<file path="config.mk">
export PLATFORM = sky130hd
export DESIGN_NAME = st2bus_pack
export DESIGN_NICKNAME = d
export VERILOG_FILES = /design/src/rtl/st2bus_pack.sv
export SDC_FILE = /design/constraint.sdc
export NUM_CORES = 2
export LEC_CHECK = 0
export ABC_AREA = 1
export CORE_ASPECT_RATIO = 0.8
export CORE_MARGIN = 1.5
export CORE_UTILIZATION = 45
export CTS_CLUSTER_DIAMETER = 150
export CTS_CLUSTER_SIZE = 28
export DETAILED_ROUTE_END_ITERATION = 8
export DONT_BUFFER_PORTS = 1
export HOLD_SLACK_MARGIN = 0.15
export PLACE_DENSITY = 0.62
export RECOVER_POWER = 50
export REMOVE_ABC_BUFFERS = 1
export SETUP_SLACK_MARGIN = 0.2
export SKIP_LAST_GASP = 1
export SLEW_MARGIN = 10
export SYNTH_ARGS = -nofsm -noshare
export SYNTH_HDL_FRONTEND = slang
export SYNTH_SLANG_ARGS = --single-unit
</file>
<file path="constraint.sdc">
create_clock -name clk_bus -period 5.9 [get_ports clk_bus]
set_clock_uncertainty 0.05 [all_clocks]
set_input_delay 1.475 -clock clk_bus [delete_from_list [all_inputs] [get_ports clk_bus]]
set_output_delay 1.475 -clock clk_bus [all_outputs]
set_load 0.02 [all_outputs]
</file>
<file path="src/rtl/st2bus_pack.sv">
// st2bus_pack: packs Avalon-ST hard-bit beats LSB-first into wide bus words.
// Define ST2BUS_STATUS_WORD_EN to append a per-packet status word after the data.
module st2bus_pack #(
    parameter int BUS              = 512,
    parameter int ST               = 8,
    parameter int NUM_ST_PER_BUS   = 64,
    parameter int ST_PER_TURBO_PKT = 128
) (
    input  logic           clk_bus,
    input  logic           rst_n,
    input  logic [ST-1:0]  st_data,
    input  logic           st_valid,
    input  logic           st_sop,
    input  logic           st_eop,
    input  logic           st_error,
    output logic           st_ready,
    output logic [BUS-1:0] bus_data,
    output logic           bus_valid,
    output logic           bus_last,
    input  logic           bus_ready,
    output logic           pkt_done,
    output logic [3:0]     pkt_status
);
    localparam int PW = ST * NUM_ST_PER_BUS;
    localparam int NUM_BUS_PER_PKT =
        (ST_PER_TURBO_PKT + NUM_ST_PER_BUS - 1) / NUM_ST_PER_BUS;
    localparam int BW = (NUM_ST_PER_BUS > 1) ? $clog2(NUM_ST_PER_BUS) : 1;
    localparam int WW = (NUM_BUS_PER_PKT > 1) ? $clog2(NUM_BUS_PER_PKT) : 1;
    localparam int CW = 16;
    localparam logic [BW-1:0] BEAT_MAX = BW'(NUM_ST_PER_BUS - 1);
    localparam logic [WW-1:0] WORD_MAX = WW'(NUM_BUS_PER_PKT - 1);
    localparam logic [CW-1:0] PKT_MAX  = CW'(ST_PER_TURBO_PKT);

`ifdef ST2BUS_STATUS_WORD_EN
    typedef enum logic [2:0] {IDLE, PACK, DROP, TAIL, STAT} state_t;
    localparam logic LAST_ON_DATA = 1'b0;
`else
    typedef enum logic [1:0] {IDLE, PACK, DROP, TAIL} state_t;
    localparam logic LAST_ON_DATA = 1'b1;
`endif

    state_t        state;
    logic          active;
    logic [PW-1:0] acc;
    logic [BW-1:0] beat_cnt;
    logic [WW-1:0] word_cnt;
    logic [CW-1:0] pkt_beats;
    logic          err_acc;
`ifdef ST2BUS_STATUS_WORD_EN
    state_t        ret_state;
    logic [CW-1:0] stat_cnt;
`endif

    logic          out_free;
    logic          beat_acc;
    logic          abort;
    logic          word_full;
    logic          end_long;
    logic          e_next;
    logic [BW-1:0] b_base;
    logic [WW-1:0] w_base;
    logic [CW-1:0] p_next;
    logic [PW-1:0] a_ins;
    state_t        end_state;

    assign out_free = !bus_valid || bus_ready;
`ifdef ST2BUS_STATUS_WORD_EN
    assign st_ready = active && out_free && (state != STAT) && (state != TAIL);
`else
    assign st_ready = active && out_free && (state != TAIL);
`endif
    assign beat_acc = st_valid && st_ready;

    // Merge the incoming beat into its word; a sop beat always opens a fresh packet.
    always_comb begin
        b_base    = st_sop ? '0 : beat_cnt;
        w_base    = st_sop ? '0 : word_cnt;
        p_next    = (st_sop ? '0 : pkt_beats) + CW'(1);
        e_next    = st_error || (!st_sop && err_acc);
        a_ins     = st_sop ? '0 : acc;
        a_ins[int'(b_base)*ST +: ST] = st_data;
        abort     = st_sop && (state == PACK);
        word_full = (b_base == BEAT_MAX);
        end_long  = !st_eop && (p_next == PKT_MAX);
        end_state = end_long ? DROP : IDLE;
    end

    // Packet FSM, packing accumulator and the single-entry output word register.
    always_ff @(posedge clk_bus) begin
        if (!rst_n) begin
            state      <= IDLE;
            active     <= 1'b0;
            acc        <= '0;
            beat_cnt   <= '0;
            word_cnt   <= '0;
            pkt_beats  <= '0;
            err_acc    <= 1'b0;
            bus_data   <= '0;
            bus_valid  <= 1'b0;
            bus_last   <= 1'b0;
            pkt_done   <= 1'b0;
            pkt_status <= '0;
`ifdef ST2BUS_STATUS_WORD_EN
            ret_state  <= IDLE;
            stat_cnt   <= '0;
`endif
        end else begin
            active   <= 1'b1;
            pkt_done <= bus_valid && bus_ready && bus_last;
            if (bus_valid && bus_ready) begin
                bus_valid <= 1'b0;
                bus_last  <= 1'b0;
            end
            unique case (state)
                IDLE, PACK, DROP: begin
                    if (beat_acc && abort) begin
                        // Close the interrupted packet; the sop beat seeds the next one.
                        bus_data   <= BUS'(acc);
                        bus_valid  <= 1'b1;
                        bus_last   <= LAST_ON_DATA;
                        pkt_status <= {err_acc, 3'b100};
                        acc        <= a_ins;
                        beat_cnt   <= b_base + BW'(1);
                        word_cnt   <= '0;
                        pkt_beats  <= p_next;
                        err_acc    <= e_next;
`ifdef ST2BUS_STATUS_WORD_EN
                        stat_cnt   <= pkt_beats;
                        ret_state  <= st_eop ? TAIL : PACK;
                        state      <= STAT;
`else
                        state      <= st_eop ? TAIL : PACK;
`endif
                    end else if (beat_acc && (st_sop || state == PACK) &&
                                 (st_eop || end_long)) begin
                        bus_data   <= BUS'(a_ins);
                        bus_valid  <= 1'b1;
                        bus_last   <= LAST_ON_DATA;
                        pkt_status <= {e_next, 1'b0, end_long,
                                       st_eop && (p_next != PKT_MAX)};
                        acc        <= '0;
                        beat_cnt   <= '0;
                        word_cnt   <= '0;
                        pkt_beats  <= '0;
                        err_acc    <= 1'b0;
`ifdef ST2BUS_STATUS_WORD_EN
                        stat_cnt   <= p_next;
                        ret_state  <= end_state;
                        state      <= STAT;
`else
                        state      <= end_state;
`endif
                    end else if (beat_acc && (st_sop || state == PACK)) begin
                        acc       <= word_full ? '0 : a_ins;
                        beat_cnt  <= word_full ? '0 : b_base + BW'(1);
                        word_cnt  <= (word_full && w_base != WORD_MAX) ?
                                     w_base + WW'(1) : w_base;
                        pkt_beats <= p_next;
                        err_acc   <= e_next;
                        state     <= PACK;
                        if (word_full) begin
                            bus_data  <= BUS'(a_ins);
                            bus_valid <= 1'b1;
                            bus_last  <= 1'b0;
                        end
                    end else if (beat_acc && state == DROP && st_eop) begin
                        state <= IDLE;
                    end
                end
                TAIL: begin
                    // A sop+eop beat that aborted a packet is emitted once the register frees.
                    if (out_free) begin
                        bus_data   <= BUS'(acc);
                        bus_valid  <= 1'b1;
                        bus_last   <= LAST_ON_DATA;
                        pkt_status <= {err_acc, 3'b001};
                        acc        <= '0;
                        beat_cnt   <= '0;
                        word_cnt   <= '0;
                        pkt_beats  <= '0;
                        err_acc    <= 1'b0;
`ifdef ST2BUS_STATUS_WORD_EN
                        stat_cnt   <= pkt_beats;
                        ret_state  <= IDLE;
                        state      <= STAT;
`else
                        state      <= IDLE;
`endif
                    end
                end
`ifdef ST2BUS_STATUS_WORD_EN
                STAT: begin
                    if (out_free) begin
                        bus_data  <= BUS'({pkt_status, stat_cnt});
                        bus_valid <= 1'b1;
                        bus_last  <= 1'b1;
                        state     <= ret_state;
                    end
                end
`endif
                default: state <= IDLE;
            endcase
        end
    end

endmodule

</file>
Word-level counts from Yosys, hierarchy flattened
Index checks and enable logic that the tools add are counted.
Word-level totals
  input port bits: 15
  register bits after elaboration: 1057
Operators by class
  shifts and indexed selects: 2
  muxes and demuxes: 59
  $add $sub $neg: 3
  reductions and logical operators: 27
  eq/ne operators: 12
Operators by type and width (count)
  two-way mux 512 bit: 11
  case mux 512 bit (2 select lines): 2
  bitwise mux 512 bit: 1
  variable shift 8 x 33 -> 512 bit, first input constant: 1
  variable part select 8 x 33 -> 512 bit: 1
  two-way mux 16 bit: 5
  two-way mux 6 bit: 6
  negation 9 -> 33 bit: 1
  case mux 16 bit (2 select lines): 1
  two-way mux 1 bit: 17
  adder 16 x 1 -> 16 bit, second input constant: 1
  == test 16 x 8 -> 1 bit, second input constant: 1
  inequality test 16 x 8 -> 1 bit, second input constant: 1
  logical AND 1 bit: 14
  two-way mux 2 bit: 7
  two-way mux 4 bit: 3
  case mux 6 bit (2 select lines): 1
  inequality test 4 bit, second input constant: 2
  case mux 4 bit (2 select lines): 1
  adder 6 x 1 -> 6 bit, second input constant: 1
  == test 6 bit, second input constant: 1
  case mux 1 bit (2 select lines): 3
  AND reduction 2 bit: 3
  inequality test 5 bit, second input constant: 1
  other kinds (10): 17

Logic depth before layout (Yosys ltp)
  depth after elaboration: 12
  mapped depth: 22

Worst setup path after synthesis
No wires, ideal clock.
  kind: input to register
  from: input port st_sop
  to: register bus_data[100]
  setup time: 113 ps
  cell stages on the path: 22
  data arrival time: 4089 ps
  slack: 1648 ps
  data required time: 5737 ps
  buffers on the path: 6
  cell sequence: buf_6 clkbuf_1 clkbuf_1 nor2_1 ha_1 nand4_1 inv_1 nand2_1 nand2_1 o21ai_1 nand2_1 nor2_1 nand3_2 nand2_1 nand2_1 nand3_1 nand2_2 buf_4 buf_6 buf_6 nor2_1 nor2_1
Between the ends
  word-level cells in the longest chain between the ends: 9
RTL lines
  start: declaration: line 13  | input logic st_sop,
  two-way mux 6 bit or two-way mux 16 bit (tied branches): line 76, 78
  negation 9 -> 33 bit or adder 16 x 1 -> 16 bit (tied branches): line 81, 78
  variable part select 8 x 33 -> 512 bit, or another cell as far along: line 81  | a_ins[int'(b_base)*ST +: ST] = st_data;
  bitwise mux 512 bit or logical AND 1 bit (tied branches): line 81, 84
  two-way mux 512 bit or logical OR 1 bit (tied branches): line 161, 135
  two-way mux 512 bit or logical AND 1 bit (tied branches): line 153, 134
  two-way mux 512 bit: line 134  | end else if (beat_acc && (st_sop || state == PACK) &&
  two-way mux 512 bit: line 116  | if (beat_acc && abort) begin
  case mux 512 bit (2 select lines): line 114  | unique case (state)
  end signal: assignment: line 118  | bus_data <= BUS'(acc);
  end signal: assignment: line 136  | bus_data <= BUS'(a_ins);
  end signal: assignment: line 162  | bus_data <= BUS'(a_ins);
  end: declaration: line 17  | output logic [BUS-1:0] bus_data,
Several ways; a longest one is shown, not always the timed one. The select of a mux whose other input is x is not followed.
A chain may end at the register's enable or synchronous reset.

Worst setup path in the final report
  from: input port rst_n
  to: register acc[5]
RTL lines
  start: declaration: line 10  | input logic rst_n,
  end signal: assignment: line 122  | acc <= a_ins;
  end signal: assignment: line 154  | acc <= word_full ? '0 : a_ins;
  end: declaration: line 44  | logic [PW-1:0] acc;
No word-level cell between the ends.

==> flow_summary_export.csv <==
group,metric,value,unit
cts,cts_num_sinks,1057,
finish,final_layout_size_suffix_gt1_frac,0.02199,
status,failed_checks,"max-capacitance violations, max-slew violations",
floorplan,die_area,139300,um2
finish,num-fill-cells,14390,
cts,tritoncts,"built",
floorplan,die_w,416.9,um
logic_synthesis,post_synthesis_cell_count,10630,
logic_synthesis,synth-edff-count,0,
cts,htree_depth,2,
power,peakVddDrop,210.1,uV
placed_design,placement.io_buffers,0,
power,power_per_cell_area,187.0,nW/um2
timing,maxSlewHeadroom,-0.7593,
timing,rsz_0062_raised_after_global_routing,"no",
worst_setup_path,cp.arrival,6.05,ns
worst_setup_path,critPathMaxFanout,520,
placed_design,dp_hpwl,133500,um
drt,post_drt_wl_per_cell,18.87,um
cts,clock_transition_at_the_registers_of_the_reported_paths,0.13,ns
floorplan,pin_count,535,
grt,grt.overflow.total,0,
hold_path,worst_hold_path_type,"reg2reg",
status,outcome,"finished with violations",
drt,detail_route.drc_violations,0,
drt,route.detailed.vias_per_inst,5.502,
logic_synthesis,synth_area_leaders,"sky130_fd_sc_hd__dfxtp_1 (34%), sky130_fd_sc_hd__nand2_1 (25%), sky130_fd_sc_hd__nand3_1 (8.6%)",
cts,clk_path_buf_depth,3,
logic_synthesis,synth-async-reset-ratio,0,
floorplan,core_region_area,136100,um2
power,power.static_leakage,31.45,nW
timing,final-max-slew-violation-count,542,
timing,worst_margin_pin_slew,2.639,ns
timing,fin_tns_setup,0,ns
finish,area_growth,2.195,%
cts,cts.repair.resized,0,
timing,finalHoldViolCount,0,
drt,drt_pre_antenna_iters,6,
timing,min_period_over_period,0.9311,
logic_synthesis,synth_largest_type_area_fraction,0.3431,
grt,grt_pass1_wl,343500,um
job,max-cap-violations,4,
logic_synthesis,synth_top_cell_by_area,"sky130_fd_sc_hd__dfxtp_1",
drt,postRouteWirelength,222500,um
floorplan,placement_rows,121,
placed_design,pre_cts_ws,0.4026,ns
grt,gr-usage-all-layers,0.3049,
drt,detailroute.via_count,64870,
worst_setup_path,end_kind,"flip-flop",
cts,clock_insertion_delay_worst_skew,0.71,ns
floorplan,initial_core_util,0.4532,
finish,final_net_count,10020,
timing,setup_violations,0,
placed_design,place.gp.congestion,0.8592,
timing,setup_slack,0.4064,ns
logic_synthesis,synth_seq_area_share,0.3431,
grt,number_of_antenna_violations_at_the_first_check_in_global_routing,2,
cts,ctsHoldBuffers,0,
worst_setup_path,cp.required,6.46,ns
logic_synthesis,post_synth_instance_area,61680,um2
drt,antenna_left,0,
logic_synthesis,yosysUniqueCellTypes,37,
logic_synthesis,ys.warnings.count,0,
timing,layout_min_cycle_time,5.494,ns
grt,grt_max_degree,521,
floorplan,die-height,334.1,um
cts,cts_setup_buffers,0,
logic_synthesis,synth_area_per_cell,5.801,um2
logic_synthesis,synth_flop_cell,"sky130_fd_sc_hd__dfxtp_1",
worst_setup_path,crit_type,"in2reg",
cts,tritoncts.num_buffers,43,
logic_synthesis,postSynthRegisterBits,1057,
timing,max_clk_rate,182.0,MHz
drt,drt_first_iter_violations,6808,
cts,root_buffer,"sky130_fd_sc_hd__clkbuf_16",
grt,number_of_global_route_vias_before_repair,58330,
worst_setup_path,start_kind,"input port",
[flip-flops by register name, summed over array words and instances, names as in the netlist]
signal and count:
acc 512, pkt_done 1, bus_valid 1, beat_cnt 6, pkt_beats 16, bus_data 512, active 1, bus_last 1
state 2, pkt_status 4, err_acc 1
[synth_stat cells (2+ instances only)]
library cell	count
sky130_fd_sc_hd__nand3b_1	70
sky130_fd_sc_hd__a21oi_1	543
sky130_fd_sc_hd__buf_4	26
sky130_fd_sc_hd__nand2_1	4184
sky130_fd_sc_hd__buf_6	26
sky130_fd_sc_hd__o21ai_0	290
sky130_fd_sc_hd__xor2_1	2
sky130_fd_sc_hd__ha_1	3
sky130_fd_sc_hd__dfxtp_1	1057
sky130_fd_sc_hd__o31ai_1	2
sky130_fd_sc_hd__nor4_1	3
sky130_fd_sc_hd__nor3_1	28
sky130_fd_sc_hd__and2_1	48
sky130_fd_sc_hd__nor2_1	1176
sky130_fd_sc_hd__clkbuf_1	486
sky130_fd_sc_hd__nand3_1	1064
sky130_fd_sc_hd__nor2_2	15
sky130_fd_sc_hd__nand4_1	420
sky130_fd_sc_hd__nor3_2	2
sky130_fd_sc_hd__inv_1	882
sky130_fd_sc_hd__clkinv_1	7
sky130_fd_sc_hd__buf_1	91
sky130_fd_sc_hd__nor2_4	3
sky130_fd_sc_hd__nand2_2	5
sky130_fd_sc_hd__buf_2	180
sky130_fd_sc_hd__o21ai_1	3
sky130_fd_sc_hd__nor3_4	2
sky130_fd_sc_hd__inv_2	6
[cell usage in the layout, fill, tap and decap left out, drive strengths merged, types with 2 or more instances in the layout]
cell type	instances
a21oi	543
and2	48
buf	123
clkbuf	57
clkinv	5
clkinvlp	2
dfxtp	1057
diode	2
ha	3
inv	890
nand2	4189
nand3	1065
nand3b	70
nand4	421
nor2	1194
nor3	32
nor4	3
o21ai	293
o31ai	2
xor2	3
[per-stage QoR]
step,power (mW),util,area [um2],instances,hold slack [ns]
floorplan,7.795,-,58120,9824,0.3953
global placement,8.015,0.4558,62030,11740,0.4032
detailed placement,8.014,0.4558,62030,11740,0.4076
CTS,11.88,0.4642,63180,11790,0.4262
global route,12.12,0.4631,63030,11790,0.4505
finish,11.79,0.4631,63030,11790,0.4281
[per-layer routing]
layer,GRT usage,share of wire,vias to the layer above
met4,0.1338,0.046,4
met3,0.05336,0.083,365
met2,0.4851,0.45,2594
met5,0,0.00016,-
li1,-,-,32040
met1,0.4041,0.42,29880
[cell families after synthesis]
logic type      share of synthesized area
compound gates                    0.06844
xor+xnor                        0.0006899
fa+ha+maj                       0.0006086
buf+inv                            0.1122
flops                              0.3431
simple gates                       0.4750
[where the power goes]
group,leakage [nW],switching (mW),total (mW),internal (mW)
clock,0.562,2.53,3.93,1.40
sequential,8.52,0.0832,7.26,7.17
combinational,22.4,0.508,0.606,0.0987
[worst paths after layout]
path,start,end,slack [ns],cells after the start
setup reg to reg,pkt_beats[0],acc[392],1.37,17
hold reg to reg,beat_cnt[2],beat_cnt[2],0.43,2
setup / recovery,rst_n,acc[5],0.41,3
hold / removal,beat_cnt[2],beat_cnt[2],0.43,2
[critical path, cell delays in order]
cell                         delay (ns)
sky130_fd_sc_hd__clkinvlp_4        2.25
sky130_fd_sc_hd__clkbuf_4          1.45
sky130_fd_sc_hd__a21oi_1           0.38
[cell type report]
| class | instances | area, um2 | area share |
|---|---|---|---|
| Multi-Input combinational cell | 7871 | 33680 | 0.5343 |
| Timing Repair Buffer | 134 | 1393 | 0.02209 |
| Clock buffer | 46 | 1140 | 0.01808 |
| Inverter | 896 | 3416 | 0.05419 |
| Clock inverter | 1 | 7.507 | 0.0001191 |
| Sequential cell | 1057 | 21160 | 0.3357 |
| Tap cell | 1783 | 2231 | 0.03539 |
| Antenna cell | 2 | 5.005 | 0.00007940 |
No activity file was read; power rests on OpenSTA's default activity.
